### config.mk
export PLATFORM = sky130hd
export DESIGN_NAME = maxnet_input_loader
export DESIGN_NICKNAME = d
export VERILOG_FILES = /design/src/rtl/maxnet_input_loader.sv
export SDC_FILE = /design/constraint.sdc
export NUM_CORES = 1
export LEC_CHECK = 0
export CAP_MARGIN = 20
export CORE_AREA = 2 2 267 269
export CTS_BUF_LIST = sky130_fd_sc_hd__clkbuf_4 sky130_fd_sc_hd__clkbuf_8
export CTS_CLUSTER_DIAMETER = 150
export CTS_CLUSTER_SIZE = 25
export DETAILED_ROUTE_END_ITERATION = 10
export DIE_AREA = 0 0 269 271
export PLACE_DENSITY_LB_ADDON = 0.3
export SYNTH_ARGS = -nofsm -noshare
export SYNTH_HDL_FRONTEND = slang
export SYNTH_SLANG_ARGS = --single-unit
### constraint.sdc
create_clock -name clk -period 1.9 [get_ports clk]
set_clock_uncertainty 0.05 [all_clocks]
set_input_delay 0.285 -clock clk [delete_from_list [all_inputs] [get_ports clk]]
set_output_delay 0.285 -clock clk [all_outputs]
set_load 0.01 [all_outputs]
### src/rtl/maxnet_input_loader.sv
// Input loader for the 4-neuron MaxNet datapath: assembles a serial word stream
// into the W and X banks, then pulses start and waits for the datapath result.
module maxnet_input_loader #(
   parameter int WIDTH = 32,
   parameter int N     = 4
) (
   input  logic                 clk,
   input  logic                 rst,
   input  logic                 in_valid,
   output logic                 in_ready,
   input  logic [WIDTH-1:0]     in_data,
   input  logic                 in_type,
   input  logic                 done_in,
   output logic [N*WIDTH-1:0]   x_flat,
   output logic [N*N*WIDTH-1:0] w_flat,
   output logic                 w_loaded,
   output logic                 start,
   output logic                 busy,
   output logic                 err_no_w
);
   localparam int CW = $clog2(N*N);
   localparam int XW = $clog2(N);
   localparam logic [CW-1:0] W_LAST = CW'(N*N-1);
   localparam logic [CW-1:0] X_LAST = CW'(N-1);

   typedef enum logic [2:0] {
      ST_IDLE   = 3'd0,
      ST_LOAD_W = 3'd1,
      ST_LOAD_X = 3'd2,
      ST_START  = 3'd3,
      ST_WAIT   = 3'd4
   } state_t;

   state_t           state_r;
   state_t           state_next_s;
   logic [CW-1:0]    cnt_r;
   logic [CW-1:0]    cnt_next_s;
   logic [WIDTH-1:0] w_bank_r [N*N];
   logic [WIDTH-1:0] x_bank_r [N];
   logic             w_loaded_r;
   logic             err_no_w_r;
   logic             in_ready_r;
   logic             busy_r;
   logic             start_r;
   logic             ready_next_s;
   logic             busy_next_s;
   logic             start_next_s;
   logic             accept_s;
   logic             wr_w_s;
   logic             wr_x_s;
   logic             set_wl_s;
   logic             set_err_s;

   // in_ready is a registered state decode, so acceptance never depends
   // combinationally on in_valid.
   assign accept_s = in_valid & in_ready_r;

   // State register
   always_ff @(posedge clk or negedge rst) begin
      if (!rst) begin
         state_r <= ST_IDLE;
      end else begin
         state_r <= state_next_s;
      end
   end

   // Next-state decode
   always_comb begin
      state_next_s = state_r;
      case (state_r)
         ST_IDLE: begin
            if (accept_s && in_type) begin
               state_next_s = ST_LOAD_W;
            end else if (accept_s && w_loaded_r) begin
               state_next_s = ST_LOAD_X;
            end else begin
               state_next_s = ST_IDLE;
            end
         end
         ST_LOAD_W: begin
            if (accept_s && (cnt_r == W_LAST)) begin
               state_next_s = ST_IDLE;
            end else begin
               state_next_s = ST_LOAD_W;
            end
         end
         ST_LOAD_X: begin
            if (accept_s && (cnt_r == X_LAST)) begin
               state_next_s = ST_START;
            end else begin
               state_next_s = ST_LOAD_X;
            end
         end
         // done_in in the START cycle still reflects the previous result
         ST_START: state_next_s = ST_WAIT;
         ST_WAIT: begin
            if (done_in) begin
               state_next_s = ST_IDLE;
            end else begin
               state_next_s = ST_WAIT;
            end
         end
         default: state_next_s = ST_IDLE;
      endcase
   end

   // Output decode from the upcoming state, so every output is a flop
   always_comb begin
      ready_next_s = 1'b0;
      busy_next_s  = 1'b0;
      start_next_s = 1'b0;
      case (state_next_s)
         ST_IDLE, ST_LOAD_W, ST_LOAD_X: ready_next_s = 1'b1;
         ST_START: begin
            busy_next_s  = 1'b1;
            start_next_s = 1'b1;
         end
         ST_WAIT: busy_next_s = 1'b1;
         default: ready_next_s = 1'b0;
      endcase
   end

   // Output registers
   always_ff @(posedge clk or negedge rst) begin
      if (!rst) begin
         in_ready_r <= 1'b1;
         busy_r     <= 1'b0;
         start_r    <= 1'b0;
      end else begin
         in_ready_r <= ready_next_s;
         busy_r     <= busy_next_s;
         start_r    <= start_next_s;
      end
   end

   // Beat steering: the counter is zero in IDLE, so it is always the write index
   always_comb begin
      wr_w_s     = 1'b0;
      wr_x_s     = 1'b0;
      set_wl_s   = 1'b0;
      set_err_s  = 1'b0;
      cnt_next_s = cnt_r;
      case (state_r)
         ST_IDLE: begin
            if (accept_s && in_type) begin
               wr_w_s     = 1'b1;
               cnt_next_s = CW'(1'b1);
            end else if (accept_s && w_loaded_r) begin
               wr_x_s     = 1'b1;
               cnt_next_s = CW'(1'b1);
            end else if (accept_s) begin
               set_err_s  = 1'b1;
               cnt_next_s = '0;
            end else begin
               cnt_next_s = '0;
            end
         end
         ST_LOAD_W: begin
            if (accept_s && (cnt_r == W_LAST)) begin
               wr_w_s     = 1'b1;
               set_wl_s   = 1'b1;
               cnt_next_s = '0;
            end else if (accept_s) begin
               wr_w_s     = 1'b1;
               cnt_next_s = cnt_r + CW'(1'b1);
            end else begin
               cnt_next_s = cnt_r;
            end
         end
         ST_LOAD_X: begin
            if (accept_s && (cnt_r == X_LAST)) begin
               wr_x_s     = 1'b1;
               cnt_next_s = '0;
            end else if (accept_s) begin
               wr_x_s     = 1'b1;
               cnt_next_s = cnt_r + CW'(1'b1);
            end else begin
               cnt_next_s = cnt_r;
            end
         end
         default: cnt_next_s = '0;
      endcase
   end

   // Bank storage, beat counter and sticky status flags
   always_ff @(posedge clk or negedge rst) begin
      if (!rst) begin
         for (int i = 0; i < N*N; i++) begin
            w_bank_r[i] <= '0;
         end
         for (int i = 0; i < N; i++) begin
            x_bank_r[i] <= '0;
         end
         cnt_r      <= '0;
         w_loaded_r <= 1'b0;
         err_no_w_r <= 1'b0;
      end else begin
         cnt_r <= cnt_next_s;
         if (wr_w_s) begin
            w_bank_r[cnt_r] <= in_data;
         end
         if (wr_x_s) begin
            x_bank_r[cnt_r[XW-1:0]] <= in_data;
         end
         if (set_wl_s) begin
            w_loaded_r <= 1'b1;
            err_no_w_r <= 1'b0;
         end else if (set_err_s) begin
            err_no_w_r <= 1'b1;
         end
      end
   end

   for (genvar g = 0; g < N*N; g++) begin : g_wflat
      assign w_flat[g*WIDTH +: WIDTH] = w_bank_r[g];
   end
   for (genvar g = 0; g < N; g++) begin : g_xflat
      assign x_flat[g*WIDTH +: WIDTH] = x_bank_r[g];
   end

   assign in_ready = in_ready_r;
   assign busy     = busy_r;
   assign start    = start_r;
   assign w_loaded = w_loaded_r;
   assign err_no_w = err_no_w_r;

   maxnet_input_loader_checker #(.WIDTH(WIDTH), .N(N)) u_checker (
      .clk      (clk),
      .rst      (rst),
      .in_ready (in_ready_r),
      .busy     (busy_r),
      .start    (start_r),
      .w_loaded (w_loaded_r),
      .err_no_w (err_no_w_r),
      .x_flat   (x_flat),
      .w_flat   (w_flat)
   );
endmodule

// Invariants of the loader handshake and bank stability.
module maxnet_input_loader_checker #(
   parameter int WIDTH = 32,
   parameter int N     = 4
) (
   input logic                 clk,
   input logic                 rst,
   input logic                 in_ready,
   input logic                 busy,
   input logic                 start,
   input logic                 w_loaded,
   input logic                 err_no_w,
   input logic [N*WIDTH-1:0]   x_flat,
   input logic [N*N*WIDTH-1:0] w_flat
);
   a_ready_busy_exclusive: assert property (@(posedge clk) disable iff (!rst)
      in_ready != busy);
   a_start_implies_busy: assert property (@(posedge clk) disable iff (!rst)
      start |-> busy);
   a_start_single_cycle: assert property (@(posedge clk) disable iff (!rst)
      start |=> !start);
   a_err_only_without_w: assert property (@(posedge clk) disable iff (!rst)
      !(err_no_w && w_loaded));
   // Banks must not move while the datapath is consuming them
   a_banks_stable: assert property (@(posedge clk) disable iff (!rst)
      (busy && $past(busy)) |-> (x_flat == $past(x_flat) && w_flat == $past(w_flat)));
endmodule
Yosys cells after proc, flatten, opt, wreduce, memory -nomap -nowiden
Cells that the tools add are included.
Widths: inputs -> output; s select.

storage, ports and cells
  input port bits = 37
  memories = 0
  flip-flop bits (word level) = 652
  word-level logic and storage cells = 92
  RAM bits = 0
  bits in latches = 0
  memory bits (read-only) = 0
  output and inout port bits = 645

cells by class
  shifts and indexed selects = 0
  mux-type cells = 36
  bitwise gates (word level) = 3
  magnitude comparators = 4
  divide/modulo/power cells = 0
  reductions and logical operators = 11
  equal/unequal tests = 10
  $add $sub $neg = 1
  multipliers = 0

operator list
  cell                 count
  $bwmux 512           1
  $bwmux 128           1
  $demux 32 s4         1
  $demux 32 s2         1
  $mux 32              2
  $mux 1               20
  $pmux 3 s5           1
  $eq 3x2->1 const B   4
  $mux 4               3
  $pmux 4 s3           1
  $eq 3x1->1 const B   2
  $eq 3x3->1 const B   2
  $logic_and 1x1->1    6
  $logic_not 3->1      2
  $ge 5x5->1 const B   1
  $lt 5x1->1 const B   1
  $not 4->5            1
  $add 4x1->4 const B  1
  $eq 4x2->1 const B   1
  $eq 4x4->1 const B   1
  $mux 2               2
  $pmux 1 s2           2
  $ge 3x3->1 const B   1
  $lt 3x1->1 const B   1
  6 further kinds      6

Depth between registers and ports, before layout
Gate-level depths: netlist of the first run.

  depth after elaboration = 8
  mapped depth = 8
  depth with buffers taken out = 5

Worst setup path after synthesis of the first run
OpenSTA, ideal clock, no wires.

  path type = reg2reg
  start = register in_ready_r (netlist: in_ready)
  end = register w_bank_r, in the netlist w_flat[100]
  slack = -0.097 ns
  setup time = 0.125 ns
  period minus slack after synthesis = 1.997 ns
  cell stages (with the launch flop) = 8
  arrival = 1.822 ns
  path through = dfstp_2 -> nand4bb_1 -> buf_6 -> nor2_2 -> and3_1 -> clkbuf_2 -> buf_4 -> mux2_2

between the ends
  longest elaborated chain between the ends = 4

ends and longest elaborated chain
  element                         line      text
  start: declaration              42        logic in_ready_r;
  start signal: assignment        130       in_ready_r <= ready_next_s;
  $and 1x1->1 (*)                 56        assign accept_s = in_valid & in_ready_r;
  $mux 1 (tied with other cells)  163       end else if (accept_s) begin
  $mux 1 (on tied branches)       159, 145
  $pmux 1 s2 (*)                  143       case (state_r)
  end signal: indexed assignment  200       w_bank_r[cnt_r] <= in_data;
  end: declaration                38        logic [WIDTH-1:0] w_bank_r [N*N];

Mark *: on every way between the ends. The rest lies on a longest branch, timed or not.
A chain may end at the register's enable or synchronous reset.

Worst setup path after layout of the first run
  start = register in_ready_r (netlist: in_ready)
  end = register w_bank_r, in the netlist w_flat[215]

The elaborated chain is that of the path after synthesis.

==> metrics.txt, run 1 <==
# TYPE chip_impl_metric gauge
chip_impl_info{name="status",value="finished, violations left"} 1
chip_impl_info{name="failing_checks",value="negative setup slack"} 1
chip_impl_metric{name="stdcell_area",unit="µm²"} 35800
chip_impl_metric{name="max-slew-margin-rel",unit=""} 0.7454
chip_impl_metric{name="power.static_leakage",unit="µW"} 0.01740
chip_impl_info{name="unrepaired_setup_endpoints_after_global_routing",value="yes"} 1
chip_impl_metric{name="final_min_period_over_clock_period",unit=""} 1.150
chip_impl_metric{name="post-route-drc-count",unit=""} 0
chip_impl_metric{name="netSwitchingFraction",unit=""} 0.2986
chip_impl_metric{name="clk_latency",unit="ns"} 0.71
chip_impl_info{name="worst_setup_path_end_kind",value="register"} 1
chip_impl_metric{name="ctsHtreeMaxLevel",unit=""} 1
chip_impl_metric{name="vias_in_the_first_global_route",unit=""} 16895
chip_impl_metric{name="whs",unit="ns"} 0.1930
chip_impl_metric{name="power-per-cell-area",unit="nW/µm²"} 1015
chip_impl_metric{name="critPathArrivalTime",unit="ns"} 2.75
chip_impl_metric{name="synthesis.nets",unit=""} 1540
chip_impl_metric{name="gp_congestion",unit=""} 0.7973
chip_impl_info{name="synthTopCellsByArea",value="sky130_fd_sc_hd__dfrtp_1 (66%), sky130_fd_sc_hd__mux2_2 (29%), sky130_fd_sc_hd__clkbuf_1 (1.0%)"} 1
chip_impl_metric{name="final_nets",unit=""} 2315
chip_impl_metric{name="netlist_area",unit="µm²"} 24700
chip_impl_metric{name="vias",unit=""} 15899
chip_impl_metric{name="p_int",unit="µW"} 25490
chip_impl_metric{name="synth-warning-count",unit=""} 0
chip_impl_metric{name="rows",unit=""} 97
chip_impl_metric{name="post_dp_cell_area",unit="µm²"} 33690
chip_impl_metric{name="part_of_the_power_in_registers",unit=""} 0.490
chip_impl_metric{name="clk_pin_slew",unit="ns"} 0.15
chip_impl_metric{name="floorplan.die.width",unit="µm"} 269
chip_impl_metric{name="dieHeight",unit="µm"} 271
chip_impl_metric{name="routed_wire_length_per_instance",unit="µm"} 27.21
chip_impl_metric{name="setup_total_negative_slack",unit="ns"} -144.50
chip_impl_metric{name="detailedRoute.firstIterationViolations",unit=""} 670
chip_impl_metric{name="reg2reg_depth",unit=""} 8
chip_impl_metric{name="congestion_overflow_gr",unit=""} 0
chip_impl_metric{name="clockBufferDepth",unit=""} 3
chip_impl_metric{name="setup_viol_count_final",unit=""} 1214
chip_impl_metric{name="switching_power",unit="µW"} 10850
chip_impl_info{name="most_common_cell_after_layout_fill_and_taps_aside",value="sky130_fd_sc_hd__dfrtp_1"} 1
chip_impl_metric{name="setup_slack",unit="ns"} -0.2857
chip_impl_info{name="critPathLaunchType",value="register"} 1
chip_impl_metric{name="ys_seq_elements",unit=""} 652
chip_impl_metric{name="clock_power_share",unit=""} 0.165
chip_impl_metric{name="synth_cell_types",unit=""} 35
chip_impl_metric{name="global_route.usage.total",unit=""} 0.2223
chip_impl_metric{name="tightest_slew",unit="ns"} 0.3819
chip_impl_metric{name="syn_to_final_growth",unit="%"} 44.93
chip_impl_metric{name="cts_made_buffers",unit=""} 30
chip_impl_metric{name="syn-mean-instance-area",unit="µm²"} 16.49
chip_impl_metric{name="filler_cell_count",unit=""} 5859
chip_impl_metric{name="drt_first_pass_iters",unit=""} 4
chip_impl_metric{name="grt_max_degree",unit=""} 60
chip_impl_metric{name="combPwrFrac",unit=""} 0.345
chip_impl_info{name="min_path_type",value="in -> async"} 1
chip_impl_metric{name="pre_cts_slack",unit="ns"} -0.5230
chip_impl_metric{name="floorplan.initialDensity",unit=""} 0.3539
chip_impl_info{name="worst_setup_path_category",value="reg -> reg"} 1
chip_impl_metric{name="cts_sinks",unit=""} 652
chip_impl_metric{name="detail_route.wirelength",unit="µm"} 87860
chip_impl_metric{name="detail-route-antenna-nets",unit=""} 0
chip_impl_metric{name="synth_seq_area_share",unit=""} 0.6606
chip_impl_metric{name="initial_antenna_violation_count",unit=""} 6
chip_impl_metric{name="detail_route.vias_per_cell",unit=""} 4.924
chip_impl_metric{name="grt_pass1_wl",unit="µm"} 118500
chip_impl_info{name="clock_tree_from_tritoncts",value="built"} 1
chip_impl_metric{name="slew_viol_final",unit=""} 0
chip_impl_info{name="clk_root_buffer_cell",value="sky130_fd_sc_hd__clkbuf_8"} 1
chip_impl_metric{name="share_of_final_layout_standard_cells_stronger_than_drive_strength_1",unit=""} 0.3976
chip_impl_metric{name="detailed_place_hpwl",unit="µm"} 56650
chip_impl_metric{name="synth_largest_type_area_fraction",unit=""} 0.6596
chip_impl_metric{name="floorplan.io_pins",unit=""} 682
chip_impl_metric{name="power",unit="µW"} 36340
chip_impl_metric{name="worstPathRequired",unit="ns"} 2.46
chip_impl_info{name="most-common-layout-cells",value="sky130_fd_sc_hd__dfrtp_1 (649), sky130_fd_sc_hd__clkdlybuf4s50_1 (609), sky130_fd_sc_hd__mux2_2 (562)"} 1
chip_impl_metric{name="peakVddDrop",unit="µV"} 868.1
chip_impl_metric{name="fp.dieArea",unit="µm²"} 72900
chip_impl_info{name="synth.largest_area_cell",value="sky130_fd_sc_hd__dfrtp_1"} 1
chip_impl_metric{name="achievable-frequency",unit="GHz"} 0.4575
chip_impl_metric{name="max_cap_viol",unit=""} 0
chip_impl_metric{name="crit_fanout",unit=""} 5
chip_impl_metric{name="io_buffer_count",unit=""} 681
chip_impl_metric{name="post_synth_inst_count",unit=""} 1498
chip_impl_metric{name="floorplan.core_area",unit="µm²"} 69790
chip_impl_metric{name="final_critical_period",unit="ns"} 2.186
chip_impl_metric{name="timing_hold_violations_final",unit=""} 0
[synthesized netlist by cell type, drive strengths merged]
master / number
nor2: 8
and2: 1
clkbuf: 67
buf: 64
nor4bb: 1
nor3: 4
o32ai: 1
nor2b: 1
or4b: 1
dfrtp: 651
nand4bb: 1
o21ai: 3
xnor2: 1
xor2: 2
dfstp: 1
o21a: 2
inv: 6
ha: 5
a21oi: 4
nand3: 5
nand4: 5
nand2: 17
and3: 1
o31ai: 1
mux2: 640
nor4b: 2
nor3b: 2
o41ai: 1
[power groups by stage]
| stage | clock network (µW) | registers [µW] | logic [µW] |
|---|---|---|---|
| 3_3_place_gp | 0 | 17900 | 11700 |
| 4_1_cts | 6240 | 17800 | 12000 |
| 5_1_grt | 6690 | 18100 | 13200 |
| 3_5_place_dp | 0 | 18000 | 11900 |
| 6_report | 5990 | 17800 | 12600 |
| 2_1_floorplan | 0 | 19000 | 3430 |
[state kept, by name, indices dropped and copies added, names as in the netlist]
register / count
err_no_w: 1
w_flat: 512
start: 1
x_flat: 128
in_ready: 1
busy: 1
w_loaded: 1
cnt_r: 4
state_r: 3
[stage by stage]
stage,instances,utilization
3_5_place_dp,3124,0.4827
6_report,3229,0.5130
2_1_floorplan,1498,-
5_1_grt,3227,0.5129
3_3_place_gp,3124,0.4827
4_1_cts,3200,0.5012
[kinds of logic after synthesis]
group | Yosys count | share of synthesized area
flip-flops | 652 | 0.6606
multiplexers | 640 | 0.2930
buffers and inverters | 137 | 0.02776
AND/OR/NAND/NOR | 49 | 0.01196
AO/OA/AOI/OAI | 12 | 0.003039
adder cells (fa/ha/maj) | 5 | 0.002533
XOR/XNOR | 3 | 0.001064
[layout make-up]
cell class                      instances  area [µm²]  share of cell area
Clock buffer                           44       524.3             0.01465
Inverter                                6       22.52           0.0006292
Clock inverter                          1       30.03           0.0008389
Timing Repair Buffer                  874        9555              0.2669
Tap cell                              940        1176             0.03286
Multi-Input combinational cell        709        8162              0.2280
Sequential cell                       652       16320              0.4559
Antenna cell                            3       7.507           0.0002097
[worst max-delay path, stage by stage, from the launching register on]
cell and delay (ns):
sky130_fd_sc_hd__dfstp_2 0.58, sky130_fd_sc_hd__nand4bb_1 0.12, sky130_fd_sc_hd__buf_6 0.16, sky130_fd_sc_hd__nor4b_4 0.28
sky130_fd_sc_hd__buf_4 0.21, sky130_fd_sc_hd__buf_6 0.12, sky130_fd_sc_hd__nand2_8 0.09, sky130_fd_sc_hd__clkbuf_16 0.19
sky130_fd_sc_hd__mux2_2 0.27
[worst paths after layout]
| path | to | start | slack [ns] |
|---|---|---|---|
| setup reg to reg | w_flat[215]$_DFFE_PN0P_ | in_ready$_DFF_PN1_ | -0.29 |
| hold reg to reg | x_flat[22]$_DFFE_PN0P_ | x_flat[22]$_DFFE_PN0P_ | 0.47 |
| max in group asynchronous | w_flat[342]$_DFFE_PN0P_ | rst | 1.13 |
| hold / removal | w_flat[71]$_DFFE_PN0P_ | rst | 0.19 |
| min in group clk | state_r[2]$_DFF_PN0_ | done_in | 0.25 |
| setup / recovery | w_flat[215]$_DFFE_PN0P_ | in_ready$_DFF_PN1_ | -0.29 |
[per-layer routing]
| layer | vias up | global-route usage | wire, µm |
|---|---|---|---|
| li1 | 6766 | - | - |
| met1 | 8481 | 0.2668 | 33990 |
| met2 | 533 | 0.3856 | 44090 |
| met3 | 117 | 0.06289 | 6561 |
| met4 | 2 | 0.06623 | 3206 |
| met5 | - | 0 | 13 |
[repair_timing]
item | 4_1_cts | 5_1_grt
hold buffers | 2 | 0
cloned | 13 | 23
setup endpoints to repair | 1285 | 1232
buffers inserted | 17 | 10
hold endpoints to repair | 457 | 0
gates resized for setup | 129 | 98
pin swaps | 4 | 5
(Power assumes the default switching activity.)
==> inputs of run 2 (changes only) <==
Settings changed: CAP_MARGIN 20 to default.
==> results of run 2 <==
No change in the layout: final DEF, timing and power equal those of run 1.
==> variant 1: new RTL, config.mk and constraints of run 2 <==
Reset style: synchronous (`rst`), changed in 3 clocked blocks.
--- a/src/rtl/maxnet_input_loader.sv
+++ b/src/rtl/maxnet_input_loader.sv
@@ -57,5 +57,5 @@
 
    // State register
-   always_ff @(posedge clk or negedge rst) begin
+   always_ff @(posedge clk) begin
       if (!rst) begin
          state_r <= ST_IDLE;
@@ -122,5 +122,5 @@
 
    // Output registers
-   always_ff @(posedge clk or negedge rst) begin
+   always_ff @(posedge clk) begin
       if (!rst) begin
          in_ready_r <= 1'b1;
@@ -184,5 +184,5 @@
 
    // Bank storage, beat counter and sticky status flags
-   always_ff @(posedge clk or negedge rst) begin
+   always_ff @(posedge clk) begin
       if (!rst) begin
          for (int i = 0; i < N*N; i++) begin
Behaviour: differs if rst is asserted again (counterexample within 4 cycles, from zero or initial values and one cycle with rst low); with rst held inactive, the same outputs for 4 cycles.
==> variant 1 against run 2 <==
  * The run still ends with negative setup slack left
  * Highest routed layer is now met4
  * Via count is 1.4% lower
  * Sequential share of layout area is 9.2 points higher
  * First-iteration DRC count is 110% higher
  * Sequential cell count stayed put
  * Worst setup slack better by 0.090 ns
  * Critical path type unchanged
  * Area after synthesis is 0.53% higher
  * Wire length is 5.2% higher
  * Design area is 0.66% lower
Power is not compared: it rests on default switching activity, and its combinational part moved more than twofold at a synthesized area within 25%.
==> variant 1: results (changes against run 2) <==
post-synthesis cell type count 40 (+14%); gpl congestion 0.803 (+0.65%); Slew HR 66.6% (-8.0 points); ys flop type edfxtp_1; pin count of the biggest net entering global routing 42 (-30%); WL per Instance 28.2 µm (+3.5%); Synth Area in Adders 0.202% (-0.052 points); post-synthesis xor/xnor area fraction 0.106% (-0.00056 points); CP max FO 11 (+6); slowest stage cell, crit path dfxtp_4; initial antenna violation count 12 (+6); met1 usage 27.5% (+0.84 points); Setup Viol. Count Final 681 (-44%); most instantiated cells after synthesis edfxtp_1, and2_1, clkbuf_1; Via density 4.78 (-3.0%); failing checks negative setup slack; Synth Area in Compound Gates 0.756% (+0.45 points); EDFF count, synth 640 (+640); crit path DAT 2.48 ns (-0.27 ns); met2 Track Usage GR 40.8% (+2.3 points); status finished with violations; GRT Resource Usage Total 23.1% (+0.90 points); DR pass1 iterations 5 (+1); H-tree levels 1 (unchanged); Syn Nets 1573 (+2.1%); post-synthesis sequential area ratio 78.4% (+12 points); mux share of post-synthesis cell area 0% (-29 points); Worst path max stage delay 0.42 ns (-0.16 ns); Final WS setup -0.195 ns (+0.0905 ns); GR Layer Usage met3 6.45% (+0.16 points); number of buffers created by CTS 30 (unchanged); vias in the first global route 15426 (-8.7%); initial drt markers 1392 (+110%); Total Nets Final 2365 (+2.2%); Hold WC Path Type in -> reg; first-pass GRT wire length 118000 µm (-0.34%); post-DP HPWL 60400 µm (+6.6%); Synth area leaders edfxtp_1, and2_1, clkbuf_1; fraction of layout cells with a size suffix above 1 14.6% (-25 points); Post-synth ARST share 0% (-100 points)
variant 1: cell count changes after synthesis, sizes merged, moves of 11 or more:
cell / before / now
dfrtp: 651 / 0
and2: 1 / 609
o21ai: 3 / 14
and3: 1 / 35
nor2: 8 / 24
mux2: 640 / 0
dfxtp: 0 / 12
edfxtp: 0 / 640
variant 1: area by class of cell:
cell class	count	area (µm²)
diodes	8	20.0
clock buffers	42	509
clock inverters	1	30.0
fillers	5992	34200
inverters	6	22.5
multi-input cells	739	5050
flip-flops and latches	652	19500
well taps	940	1180
repair buffers	895	9290
variant 1: report_power, final:
| part | internal, µW | total, µW | switching, µW |
|---|---|---|---|
| registers | 16200 | 16400 | 152 |
| logic | 1060 | 2660 | 1590 |
| clock network | 1740 | 6030 | 4290 |
variant 1: kinds of logic after synthesis:
kind of cell,Yosys count
simple gates,704
xor+xnor,3
flops,652
buf+inv,141
fa+ha+maj,4
compound gates,28
variant 1: what timing repair did:
action / CTS / global route
hold buffers: 1 / 0
cloned: 5 / 37
pin swaps: 3 / 12
setup buffers: 17 / 18
endpoints found under the hold margin: 3 / 0
gates resized for setup: 684 / 63
endpoints found under the setup margin: 1254 / 889
variant 1: metal layers:
layer | wire, µm | part of all wire (%)
met4 | 3200 | 3.5
met5 | 0 | 0
met3 | 8460 | 9.1
met2 | 47000 | 51
met1 | 33800 | 37
variant 1: path summary, 6_finish.rpt:
check / startpoint / endpoint / slack [ns] / cells after the start
worst max-delay path: in_ready$_SDFF_PN1_ / x_bank_r[0][26]$_SDFFCE_PN0P_ / -0.20 / 6
worst min register to register: cnt_r[1]$_SDFF_PN0_ / cnt_r[1]$_SDFF_PN0_ / 0.53 / 2
worst max register to register: in_ready$_SDFF_PN1_ / x_bank_r[0][26]$_SDFFCE_PN0P_ / -0.20 / 6
worst min-delay path: in_data[7] / w_bank_r[1][7]$_SDFFCE_PN0P_ / 0.25 / 2
variant 1: through the flow:
| stage | setup TNS [ns] | worst slack, ns | std cells | cell area [µm²] |
|---|---|---|---|---|
| floorplan | -101.14 | -0.334 | 1532 | 25000 |
| global placement | -564.23 | -0.570 | 3155 | 34200 |
| detailed placement | -576.76 | -0.631 | 3155 | 34200 |
| CTS | -14.44 | -0.108 | 3221 | 34300 |
| global route | -99.09 | -0.252 | 3275 | 35500 |
| finish | -48.65 | -0.195 | 3283 | 35600 |
variant 1: worst max-delay path: cells and delay by family (launching register included):
family / cells / cell delay [ns]
flops: 1 / 0.42
compound gates: 1 / 0.37
simple gates: 3 / 0.61
buf+inv: 2 / 0.34
==> variant 2: new RTL, config.mk and constraints of run 2 <==
Without the edit above. `WIDTH` is set to 32 in 2 places; all go to 16.
--- a/src/rtl/maxnet_input_loader.sv
+++ b/src/rtl/maxnet_input_loader.sv
@@ -2,5 +2,5 @@
 // into the W and X banks, then pulses start and waits for the datapath result.
 module maxnet_input_loader #(
-   parameter int WIDTH = 32,
+   parameter int WIDTH = 16,
    parameter int N     = 4
 ) (
@@ -240,5 +240,5 @@
 // Invariants of the loader handshake and bank stability.
 module maxnet_input_loader_checker #(
-   parameter int WIDTH = 32,
+   parameter int WIDTH = 16,
    parameter int N     = 4
 ) (
Interface: changed (resized in_data, w_flat and x_flat); port bits go from 682 to 346. The function was not compared with the original's and may differ.
==> variant 2 against run 2 <==
  * Area after synthesis decreased by 44%
  * Count of clock-buffer cells in the layout decreased by 23
  * Sequential cell count decreased by 320
  * Wire length decreased by 49%
  * Via count decreased by 49%
  * Power decreased by 25%
  * Design area decreased by 46%
  * Largest power group is now combinational logic
  * Worst setup slack improved by 0.36 ns
  * Cell count decreased by 33%
==> variant 2: results (changes against run 2) <==
# Post-CTS Setup Buffers 39 (+22); DR pass1 iterations 5 (+1); most instantiated cells after synthesis dfrtp_1, mux2_2, mux2_4; Final Non-Filler Cells 2163 (-33%); fraction of area in multi-input gates 25.9% (+3.1 points); met1 usage 16.2% (-10 points); Seq group 11600 µW (-35%); Inserted Diodes 0 (-3); CTS-repair resized insts 327 (+150%); status completed; fraction of layout cells with a size suffix above 1 40.9% (+1.1 points); sequential share of cell area 43.2% (-2.4 points); Synth area leaders dfrtp_1, mux2_4, mux2_2; post-synthesis sequential area ratio 60.2% (-5.9 points); Worst path max stage delay 0.56 ns (-0.02 ns); cts hold-fix bufs 1 (-1); Final clock-cell share 1.50% (-0.045 points); number of buffers created by CTS 17 (-43%); GRT Resource Usage Total 12.3% (-10 points); first-pass GRT wire length 66100 µm (-44%); nonclk buf count 465 (-47%); Worst R2R Setup Slack 0.07 ns (+0.36 ns); Worst setup endpoint x_flat[62]$_DFFE_PN0P_; final WL 44800 µm (-49%); met2 Track Usage GR 20.1% (-18 points); mux share of post-synthesis cell area 30.3% (+0.96 points); vias in the first global route 9065 (-46%); CP Depth 5 (-3); Post-Place Setup Slack -0.209 ns (+0.314 ns); post-DP HPWL 32500 µm (-43%); GR Layer Usage met3 3.59% (-2.7 points); Comb power frac 45.6% (+11 points); IO buf count 345 (-49%); DP Area 0.0190 mm² (-44%); Total Nets Final 1244 (-46%); max FFs per register 256 (-50%); P_leak 0.0100 µW (-42%); Crit path max-delay family flip-flops; dpl cells 2100 (-33%); Synth Area in Compound Gates 1.33% (+1.0 points); Clock buffer cells 21 (-52%); CP bufs+invs 2 (-2); FF-to-FF path depth 5 (-3); initial antenna violation count 5 (-1); pin count of the biggest net entering global routing 53 (-12%); PwrDens 1420 mW/mm² (+40%)
-- variant 2: cell count changes after synthesis, sizes merged, moves of 3 or more --
cell,run 2,this run
nor2b,1,4
dfrtp,651,331
nand2,17,3
o211ai,0,4
nand4,5,16
buf,64,38
clkbuf,67,33
or2,0,3
mux2,640,320
-- variant 2: worst min path at each step --
stage | start | cells past startpoint | slack [ns] | to
global route | rst | 2 | 0.14 | w_flat[102]$_DFFE_PN0P_
CTS | rst | 2 | 0.13 | w_flat[102]$_DFFE_PN0P_
detailed placement | rst | 1 | 0.26 | w_flat[102]$_DFFE_PN0P_
floorplan | rst | 0 | -0.06 | busy$_DFF_PN0_
global placement | rst | 1 | 0.27 | w_flat[102]$_DFFE_PN0P_
finish | rst | 2 | 0.16 | w_flat[102]$_DFFE_PN0P_
-- variant 2: per-layer routing --
metal / up-vias / wire length (µm)
met1: 4235 / 19800
li1: 3654 / -
met3: 24 / 3440
met2: 233 / 20900
met5: - / 0
met4: 0 / 581
